[config.mk]
export PLATFORM = sky130hd
export DESIGN_NAME = tt_mux_ctrl
export DESIGN_NICKNAME = d
export VERILOG_FILES = /design/src/rtl/tt_mux_pkg.sv /design/src/rtl/tt_sync2.sv /design/src/rtl/tt_mux_ctrl.sv
export SDC_FILE = /design/constraint.sdc
export NUM_CORES = 1
export LEC_CHECK = 0
export CORE_AREA = 5 5 42 44
export CTS_CLUSTER_SIZE = 25
export DETAILED_ROUTE_END_ITERATION = 7
export DIE_AREA = 0 0 47 49
export GPL_TIMING_DRIVEN = 0
export PLACE_DENSITY = 0.68
export SLEW_MARGIN = 20
export SYNTH_ARGS = -nofsm -noshare
export SYNTH_HDL_FRONTEND = slang
export SYNTH_HIERARCHICAL = 1
export SYNTH_SLANG_ARGS = --single-unit
[constraint.sdc]
create_clock -name clk -period 2 [get_ports clk]
set_clock_uncertainty 0.2 [all_clocks]
set_input_delay 0.4 -clock clk [delete_from_list [all_inputs] [get_ports clk]]
set_output_delay 0.4 -clock clk [all_outputs]
set_load 0.01 [all_outputs]
[src/rtl/tt_mux_pkg.sv]
// tt_mux_pkg
// Shared definitions for the project-multiplexer address/enable controller.
//   DEF_ADDR_W        default width of the mux address bus
//   DEF_NUM_PROJECTS  default number of selectable projects
//   mux_ctrl_state_t  enable FSM states (OFF, SETTLE, ON)
package tt_mux_pkg;

  localparam int DEF_ADDR_W       = 5;
  localparam int DEF_NUM_PROJECTS = 24;

  typedef enum logic [1:0] {
    OFF    = 2'd0,
    SETTLE = 2'd1,
    ON     = 2'd2
  } mux_ctrl_state_t;

endpackage

[src/rtl/tt_sync2.sv]
// tt_sync2
// Two-flop synchronizer for a single slow control pin.
// Parameters:
//   RESET_VAL  value both flops take while rst_n is low
// Ports:
//   clk    in   destination clock
//   rst_n  in   asynchronous active-low reset
//   d      in   asynchronous input pin
//   q      out  synchronized copy of d, two clocks later
module tt_sync2 #(
  parameter logic RESET_VAL = 1'b0
) (
  input  logic clk,
  input  logic rst_n,
  input  logic d,
  output logic q
);

  logic meta_reg;
  logic sync_reg;

  always_ff @(posedge clk or negedge rst_n) begin
    if (!rst_n) begin
      meta_reg <= RESET_VAL;
      sync_reg <= RESET_VAL;
    end else begin
      meta_reg <= d;
      sync_reg <= meta_reg;
    end
  end

  assign q = sync_reg;

endmodule

[src/rtl/tt_mux_ctrl.sv]
// tt_mux_ctrl
// Turns the select-reset, select-increment and global-enable pins into the
// project mux address and enable. After every address change (or enable
// rise) the enable is held low for GUARD_CYCLES clocks so a newly selected
// project is never enabled while its gated inputs settle.
// Build option:
//   TT_MUX_CTRL_SYNC_EN  defined: each pin passes through a 2-flop
//                        synchronizer (+2 clocks latency); undefined: pins
//                        are assumed already synchronous to clk.
// Parameters:
//   NUM_PROJECTS  number of selectable projects (address wraps after N-1)
//   ADDR_W        address width, NUM_PROJECTS <= 2**ADDR_W
//   GUARD_CYCLES  clocks ena stays low after a change; 0 disables the guard
// Ports:
//   clk        in   system clock
//   rst_n      in   asynchronous active-low reset
//   sel_rst_n  in   low forces address 0 and disables
//   sel_inc    in   each rising edge advances the address by one
//   sel_ena    in   high requests the selected project be enabled
//   addr       out  registered project address
//   ena        out  registered project enable
//   busy       out  high while the guard window is running
module tt_mux_ctrl
  import tt_mux_pkg::*;
#(
  parameter int NUM_PROJECTS = DEF_NUM_PROJECTS,
  parameter int ADDR_W       = DEF_ADDR_W,
  parameter int GUARD_CYCLES = 2
) (
  input  logic              clk,
  input  logic              rst_n,
  input  logic              sel_rst_n,
  input  logic              sel_inc,
  input  logic              sel_ena,
  output logic [ADDR_W-1:0] addr,
  output logic              ena,
  output logic              busy
);

  localparam int GCNT_W = (GUARD_CYCLES > 0) ? $clog2(GUARD_CYCLES + 1) : 1;
  localparam logic [GCNT_W-1:0] GUARD_LOAD = GCNT_W'(GUARD_CYCLES);
  localparam logic [ADDR_W-1:0] LAST_ADDR  = ADDR_W'(NUM_PROJECTS - 1);

  // Conditioned inputs, bit order {sel_rst_n, sel_inc, sel_ena}
  logic [2:0] pins;
  logic [2:0] cond;
  logic       s_rst_n;
  logic       s_inc;
  logic       s_ena;

  assign pins = {sel_rst_n, sel_inc, sel_ena};

`ifdef TT_MUX_CTRL_SYNC_EN
  // All chains reset to 0; for sel_rst_n that means "held in select reset"
  // until the pin has been seen high through the synchronizer.
  for (genvar gi = 0; gi < 3; gi++) begin : g_sync
    tt_sync2 #(
      .RESET_VAL(1'b0)
    ) u_sync (
      .clk  (clk),
      .rst_n(rst_n),
      .d    (pins[gi]),
      .q    (cond[gi])
    );
  end
`else
  assign cond = pins;
`endif

  assign s_rst_n = cond[2];
  assign s_inc   = cond[1];
  assign s_ena   = cond[0];

  // Increment edge detector. inc_prev resets high so a pin already high at
  // reset release is not mistaken for a fresh rising edge.
  logic inc_prev_reg;
  logic inc_pulse;

  assign inc_pulse = s_inc & ~inc_prev_reg;

  always_ff @(posedge clk or negedge rst_n) begin
    if (!rst_n) begin
      inc_prev_reg <= 1'b1;
    end else begin
      inc_prev_reg <= s_inc;
    end
  end

  // Address register; select reset wins over (and discards) an increment.
  logic [ADDR_W-1:0] addr_reg;

  always_ff @(posedge clk or negedge rst_n) begin
    if (!rst_n) begin
      addr_reg <= '0;
    end else if (!s_rst_n) begin
      addr_reg <= '0;
    end else if (inc_pulse) begin
      addr_reg <= (addr_reg == LAST_ADDR) ? '0 : addr_reg + ADDR_W'(1);
    end
  end

  assign addr = addr_reg;

  // Enable FSM
  mux_ctrl_state_t   state_reg;
  mux_ctrl_state_t   state_next;
  logic [GCNT_W-1:0] gcnt_reg;
  logic [GCNT_W-1:0] gcnt_next;
  logic              ena_reg;
  logic              busy_reg;

  always_ff @(posedge clk or negedge rst_n) begin
    if (!rst_n) begin
      state_reg <= OFF;
      gcnt_reg  <= '0;
      ena_reg   <= 1'b0;
      busy_reg  <= 1'b0;
    end else begin
      state_reg <= state_next;
      gcnt_reg  <= gcnt_next;
      // Outputs come from dedicated flops so a multi-bit state change
      // cannot glitch the mux enable.
      ena_reg   <= (state_next == ON);
      busy_reg  <= (state_next == SETTLE);
    end
  end

  always_comb begin
    state_next = state_reg;
    gcnt_next  = gcnt_reg;
    if (!s_rst_n || !s_ena) begin
      // Abort has priority over everything, from every state.
      state_next = OFF;
      gcnt_next  = '0;
    end else begin
      case (state_reg)
        OFF: begin
          if (GUARD_CYCLES == 0) begin
            state_next = ON;
          end else begin
            state_next = SETTLE;
            gcnt_next  = GUARD_LOAD;
          end
        end
        SETTLE: begin
          if (inc_pulse) begin
            // Address moved again while settling: restart the window.
            gcnt_next = GUARD_LOAD;
          end else if (gcnt_reg == GCNT_W'(1)) begin
            state_next = ON;
            gcnt_next  = '0;
          end else begin
            gcnt_next = gcnt_reg - GCNT_W'(1);
          end
        end
        ON: begin
          // With no guard an address change keeps the project enabled.
          if (inc_pulse && (GUARD_CYCLES != 0)) begin
            state_next = SETTLE;
            gcnt_next  = GUARD_LOAD;
          end
        end
        default: begin
          state_next = OFF;
          gcnt_next  = '0;
        end
      endcase
    end
  end

  assign ena  = ena_reg;
  assign busy = busy_reg;

endmodule
======== Word level (Yosys, flattened, before mapping) ========
Index checks and enable logic that the tools add are counted.
storage, ports and cells
  bits in read-only memories .............. 0
  register bits after elaboration ......... 12
  latch bits .............................. 0
  input bits .............................. 5
  memories kept ........................... 0
  output and inout bits ................... 7
  bits in writable memories ............... 0
cells by class
  bitwise logic cells ..................... 2
  eq/ne operators ......................... 8
  mux-type cells .......................... 13
  shift operators ......................... 0
  multipliers ............................. 0
  divide/modulo/power cells ............... 0
  add/sub/neg operators ................... 2
  magnitude comparators ................... 0
  reductions and logical operators ........ 4
operator list
  operator                                               count
  two-way mux 2 bit                                      8
  two-way mux 5 bit                                      3
  case mux 2 bit (3 select lines)                        2
  equality test 2 x 1 -> 1 bit, second input constant    3
  adder 5 x 1 -> 5 bit, second input constant            1
  equality test 5 bit, second input constant             1
  equality test 2 bit, second input constant             2
  inequality test 3 bit, second input constant           1
  zero test 1 bit                                        2
  zero test 2 bit                                        1
  inequality test 2 x 1 -> 1 bit, second input constant  1
  subtractor 2 x 1 -> 2 bit, second input constant       1
  bitwise AND 1 bit                                      1
  logical OR 1 bit                                       1
  inverter 1 bit                                         1

======== Depth between registers and ports, before layout ========
Gate-level depths: netlist (run 1).
  depth in word-level cells ............... 6
  depth in mapped cells ................... 5

======== Least setup slack after synthesis (run 1) ========
Ideal clock, no wire load.
  path kind ............................... flip-flop to flip-flop
  start point ............................. register addr_reg[0] (netlist: addr[0])
  end point ............................... register addr_reg[4] (netlist: addr[4])
  arrival ................................. 1.242 ns
  cell stages (with the launch flop) ...... 5
  path buffers ............................ 0
  slack ................................... 0.480 ns
  required time ........................... 1.722 ns
  setup time .............................. 0.078 ns
  period minus slack after synthesis ...... 1.520 ns
  path through ............................ dfrtp_1 -> ha_1 -> nand2_1 -> or4b_1 -> a21boi_1
between the ends
  word-level cells in the longest chain between the ends .. 4
RTL lines
  item                                                                line               source
  start, declared                                                     tt_mux_ctrl.sv:90  logic [ADDR_W-1:0] addr_reg;
  start signal, assigned                                              tt_mux_ctrl.sv:98  addr_reg <= (addr_reg == LAST_ADDR) ? '0 : addr_reg + ADDR_W'(1);
  adder 5 x 1 -> 5 bit / equality test 5 bit (equally long branches)  tt_mux_ctrl.sv:98
  two-way mux 5 bit *                                                 tt_mux_ctrl.sv:98
  two-way mux 5 bit *                                                 tt_mux_ctrl.sv:97  end else if (inc_pulse) begin
  two-way mux 5 bit *                                                 tt_mux_ctrl.sv:95  end else if (!s_rst_n) begin
Every way passes the cells marked *; elsewhere a longest branch is shown, timed or not. The select of a mux whose other input is x is not followed.
A chain may end at the register's enable or synchronous reset.

======== Worst setup path after layout (run 1) ========
  start point ............................. register addr_reg[0] (netlist: addr[0])
  end point ............................... output addr[0]
RTL lines
  item           line               source
  end, declared  tt_mux_ctrl.sv:35  output logic [ADDR_W-1:0] addr,
No word-level cell between the ends.

==> impl_metrics.env, run 1 <==
export IMPL_status="finished clean"
export IMPL_drt_first_iter_violations=8
export IMPL_fin_crit_sh_pct=92.9
export IMPL_period_needed_ns=1.86
export IMPL_avgSynthCellArea_um2=10.5
export IMPL_setup_violations=0
export IMPL_cts_made_buffers=3
export IMPL_cts_tree="built"
export IMPL_fin_ws_ns=0.141
export IMPL_grt_pass1_wl_um=2000
export IMPL_crit_path_cell_trace="clkdlybuf4s50_1"
export IMPL_die_area_mm2=0.00230
export IMPL_post_cts_buffers=0
export IMPL_dpl_hpwl_um=842
export IMPL_drc=0
export IMPL_wl_per_cell_um=13.7
export IMPL_grt_overflow=0
export IMPL_synth_cells=54
export IMPL_cellLeakagePower_nw=0.309
export IMPL_slew_headroom_pct=63.0
export IMPL_grt_max_degree=13
export IMPL_ctsResizeCount=0
export IMPL_first_pass_iters=4
export IMPL_critPathMaxStageDelay_ns=0.57
export IMPL_critPathBufInv=1
export IMPL_final_common_cell="dfrtp_1"
export IMPL_layout_drive_gt1_share_pct=10.3
export IMPL_cap_violations=0
export IMPL_n_antenna_cell=0
export IMPL_synthDistinctLibCells=25
export IMPL_drv_slew=0
export IMPL_dr_total_vias=460
export IMPL_critical_path_top_delay_family="buffers and inverters"
export IMPL_cp_start_kind="flip-flop"
export IMPL_ys_ff_latch=12
export IMPL_die_w_um=47
export IMPL_die_y_um=49
export IMPL_htreeDepth=1
export IMPL_grt_pass1_vias=464
export IMPL_io_buffers=10
export IMPL_wirelength_um=1150
export IMPL_postCtsHoldBufs=0
export IMPL_rsz0062_at_grt="false"
export IMPL_synth_area_um2=567
export IMPL_cp_required_ns=1.40
export IMPL_area_growth_pct=27.6
export IMPL_arrival_ns=1.26
export IMPL_globalplace_congestion=0.734
export IMPL_seq_area_frac_synth_pct=53.2
export IMPL_fmax_ghz=0.538
export IMPL_critical_path_class="reg -> out"
export IMPL_core_mm2=0.00140
export IMPL_pin_count=12
export IMPL_synth_nets=61
export IMPL_crit_fanout=5
export IMPL_critPathSlowestCell="clkdlybuf4s50_1"
export IMPL_largest_register_ffs=5
export IMPL_tns_ns=0
export IMPL_min_path_type="in -> async"
export IMPL_numClockSinks=12
export IMPL_fin_hold_ws_ns=0.277
export IMPL_dp_worst_setup_slack_ns=-0.0883
export IMPL_cts_clk_slew_worst_paths_ns=0.08
export IMPL_grt_usage_pct=11.8
export IMPL_ir_worst_vdd_v=0.000388
export IMPL_antenna_left=0
export IMPL_cts_buffer_depth=2
export IMPL_worst_slew_pin_transition_ns=0.553
export IMPL_power_density_mw_per_mm2=683
export IMPL_mostFrequentLayoutCells="11 x dfrtp_1, 10 x clkdlybuf4s50_1, 6 x nand2_1, 4 x nand3b_1"
export IMPL_clock_root_buffer="clkbuf_4"
export IMPL_initial_utilization_pct=40.4
export IMPL_ys_warn_count=6
export IMPL_hold_violations=0
export IMPL_placementRows=14
export IMPL_clock_latency_ns=0.27
export IMPL_nets=76
export IMPL_viasPerCell=5.48
export IMPL_antenna_found_initial=0
export IMPL_crit_path_end_kind="output port"
==> path summary, 6_finish.rpt <==
kind                                             start                   to  slack [ns]  cells after the start
worst max-delay path               addr[0]$_DFFE_PN0P_              addr[0]        0.14                      1
worst min-delay path                             rst_n  addr[4]$_DFFE_PN0P_        0.28                      1
worst max register to register     addr[0]$_DFFE_PN0P_  addr[4]$_DFFE_PN0P_        0.43                      4
worst min register to register  state_reg[0]$_DFF_PN0_       busy$_DFF_PN0_        0.37                      1
max in group asynchronous                        rst_n       busy$_DFF_PN0_        0.95                      1
min in group clk                             sel_rst_n  addr[3]$_DFFE_PN0P_        0.31                      3
==> through the flow <==
step	total power, W	std cells	instance area, um2	utilization, %
floorplan	0.000282	54	567	-
global placement	0.000305	80	687	49.0
detailed placement	0.000306	80	687	49.0
CTS	0.000506	84	723	51.6
global route	0.000517	84	723	51.6
finish	0.000494	84	723	51.6
==> synth_stat cells <==
cell type	count	area share (%)
a21oi_1	2	1.8
a21boi_0	2	2.6
xnor2_1	1	1.5
and2_1	1	1.1
dfstp_2	1	4.6
mux2i_1	1	1.8
clkbuf_2	1	0.88
ha_1	2	4.4
or4b_1	1	1.8
dfrtp_1	11	49
a31oi_1	1	1.1
clkbuf_1	1	0.66
a311oi_1	2	3.1
and2b_2	1	1.5
o21ai_0	3	2.6
inv_1	2	1.3
nand2b_1	1	1.1
nand2_1	6	4.0
nand4_1	1	1.1
a21boi_1	1	1.3
nor2_1	3	2.0
a221oi_1	1	1.5
nor4b_1	1	1.5
nand3_1	3	2.6
nand3b_1	4	5.3
==> cells by family (layout without fill, tap and decap cells) <==
group / after synthesis / count (layout) / synth area share (%)
flops: 12 / 12 / 53.2
fa+ha+maj: 2 / 2 / 4.41
compound gates: 12 / 12 / 14.1
buf+inv: 4 / 18 / 2.87
mux: 1 / 1 / 1.77
simple gates: 22 / 22 / 22.1
xor+xnor: 1 / 1 / 1.55
==> final cells by class <==
class | count | area (um2)
fillers | 139 | 678
flip-flops and latches | 12 | 302
multi-input cells | 38 | 249
repair buffers | 10 | 100
clock buffers | 4 | 36.3
well taps | 16 | 20.0
plain buffers | 2 | 8.76
inverters | 2 | 7.51
==> report_power, final <==
group	internal [W]	leakage, nW	switching, W
sequential	0.000250	0.160	0.00000598
combinational	0.0000211	0.128	0.0000236
clock	0.000111	0.0210	0.0000824
total	0.000382	0.309	0.000112
==> routing by layer <==
| metal | track usage [%] | vias up | wire length, um |
|---|---|---|---|
| met5 | 0 | - | 0 |
| met4 | 5.53 | 0 | 0 |
| met3 | 2.21 | 0 | 85 |
| met2 | 18.6 | 16 | 604 |
| met1 | 14.8 | 221 | 458 |
| li1 | - | 223 | - |
(Power assumes the default switching activity.)
==> run 2: changes to the inputs <==
CORE_AREA = 2 2 39 41   (was 5 5 42 44)
DIE_AREA = 0 0 41 43   (was 0 0 47 49)
==> run 2 against run 1 <==
Net effect:
- critical path depth unchanged
- sequential share of layout area rose by 0.59 points
- power shrank 8.5%
- clock power decreased by 21%
- sequential power hardly changed
- critical path type unchanged
==> impl_metrics.env, run 2 (synthesis gave the netlist of run 1 again) <==
export IMPL_period_needed_ns=1.85
export IMPL_seqCellArea_um2=302
export IMPL_fin_crit_sh_pct=92.6
export IMPL_dp_cells=80
export IMPL_nets=76
export IMPL_grt_overflow=0
export IMPL_rsz0062_at_grt="false"
export IMPL_clkPwrFrac_pct=33.7
export IMPL_intPower_w=0.000348
export IMPL_core_mm2=0.00138
export IMPL_drc=0
export IMPL_die_y_um=43
export IMPL_multi_input_area_um2=249
export IMPL_cts_tree="built"
export IMPL_cts_buffer_depth=2
export IMPL_globalplace_congestion=0.781
export IMPL_critical_path_top_delay_family="buffers and inverters"
export IMPL_cts_made_buffers=3
export IMPL_fillers=130
export IMPL_clock_latency_ns=0.27
export IMPL_final_cells=84
export IMPL_clock_root_buffer="clkbuf_4"
export IMPL_first_pass_iters=4
export IMPL_drv_slew=0
export IMPL_pin_count=12
export IMPL_viasPerCell=5.25
export IMPL_cp_start_kind="flip-flop"
export IMPL_final_common_cell="dfrtp_1"
export IMPL_setup_violations=0
export IMPL_grt_usage_pct=15.3
export IMPL_reg2reg_depth=4
export IMPL_placed_area_um2=687
export IMPL_mostFrequentLayoutCells="11 x dfrtp_1, 10 x clkdlybuf4s50_1, 6 x nand2_1, 4 x nand3b_1"
export IMPL_power_density_mw_per_mm2=634
export IMPL_postCtsHoldBufs=0
export IMPL_crit_fanout=5
export IMPL_stdcell_area_um2=713
export IMPL_layout_drive_gt1_share_pct=8.82
export IMPL_wirelength_um=990
export IMPL_initial_utilization_pct=41.0
export IMPL_numClockSinks=12
export IMPL_dr_total_vias=441
export IMPL_ctsResizeCount=0
export IMPL_antenna_left=0
export IMPL_io_buffers=10
export IMPL_cellLeakagePower_nw=0.303
export IMPL_drt_first_iter_violations=12
export IMPL_slew_headroom_pct=64.6
export IMPL_cap_violations=0
export IMPL_hold_violations=0
export IMPL_pwr_share_seq_pct=56.6
export IMPL_critPathMaxStageDelay_ns=0.56
export IMPL_combPwrFrac_pct=9.7
export IMPL_critPathBufInv=1
export IMPL_cts_clk_slew_worst_paths_ns=0.07
export IMPL_dp_worst_setup_slack_ns=-0.0775
export IMPL_largest_register_ffs=5
export IMPL_critPathSlowestCell="clkdlybuf4s50_1"
export IMPL_status="finished clean"
export IMPL_cp_depth=1
export IMPL_placementRows=14
export IMPL_fmax_ghz=0.540
export IMPL_power_w=0.000452
export IMPL_critical_path_class="reg -> out"
export IMPL_switchingPower_w=0.000103
export IMPL_n_antenna_cell=0
export IMPL_antenna_found_initial=0
export IMPL_crit_path_cell_trace="clkdlybuf4s50_1"
export IMPL_htreeDepth=1
export IMPL_grt_pass1_vias=430
export IMPL_post_cts_buffers=0
export IMPL_crit_path_end_kind="output port"
export IMPL_worst_slew_pin_transition_ns=0.529
export IMPL_die_w_um=41
export IMPL_wl_per_cell_um=11.8
export IMPL_ir_worst_vdd_v=0.000368
export IMPL_grt_pass1_wl_um=1770
export IMPL_arrival_ns=1.25
export IMPL_min_path_type="in -> async"
export IMPL_area_growth_pct=25.8
export IMPL_grt_max_degree=13
export IMPL_cp_required_ns=1.40
export IMPL_die_area_mm2=0.00176
export IMPL_ff2ff_setup_slack_ns=0.43
export IMPL_fin_ws_ns=0.148
export IMPL_p_sw_share_pct=22.9
==> run 2: cell counts in the layout (fill, tap and decap cells not counted) <==
No cell type changed its count.
==> run 2: routing by layer <==
layer  wire length [um]  GRT usage [%]  part of all wire, %  up-vias
li1                   -              -                    -      222
met3                 33           3.14                  3.3        2
met2                459           19.4                   46        8
met4                 19           14.7                  1.9        0
met1                478           20.4                   48      209
met5                  0              0                    0        -
==> run 2: stage by stage <==
step                      setup TNS (ns)  utilization (%)  hold slack [ns]
final                                  0             51.5            0.275
after global placement           -0.0418             49.6            0.332
after global routing                   0             51.5            0.304
after floorplan                        0                -          -0.0956
after detailed placement         -0.0775             49.6            0.331
after CTS                              0             51.5            0.282
==> run 2: worst paths after layout <==
kind,end,startpoint
worst min-delay path,addr[0]$_DFFE_PN0P_,rst_n
min in group clk,addr[3]$_DFFE_PN0P_,sel_rst_n
worst max register to register,addr[4]$_DFFE_PN0P_,addr[0]$_DFFE_PN0P_
max in group asynchronous,inc_prev_reg$_DFF_PN1_,rst_n
worst max-delay path,addr[2],addr[2]$_DFFE_PN0P_
worst min register to register,state_reg[0]$_DFF_PN0_,state_reg[0]$_DFF_PN0_
==> run 2: power by group through the flow <==
stage | Combinational (W) | Clock [W] | Sequential, W
2_1_floorplan | 0.0000205 | 0 | 0.000261
3_3_place_gp | 0.0000436 | 0 | 0.000260
3_5_place_dp | 0.0000443 | 0 | 0.000260
4_1_cts | 0.0000444 | 0.000163 | 0.000256
5_1_grt | 0.0000499 | 0.000175 | 0.000257
6_report | 0.0000437 | 0.000152 | 0.000256
==> run 2: cell type report <==
type | count | share of cell area [%]
multi-input cells | 38 | 34.9
inverters | 2 | 1.05
clock buffers | 4 | 3.68
well taps | 16 | 2.81
repair buffers | 10 | 14.0
plain buffers | 2 | 1.23
flip-flops and latches | 12 | 42.3
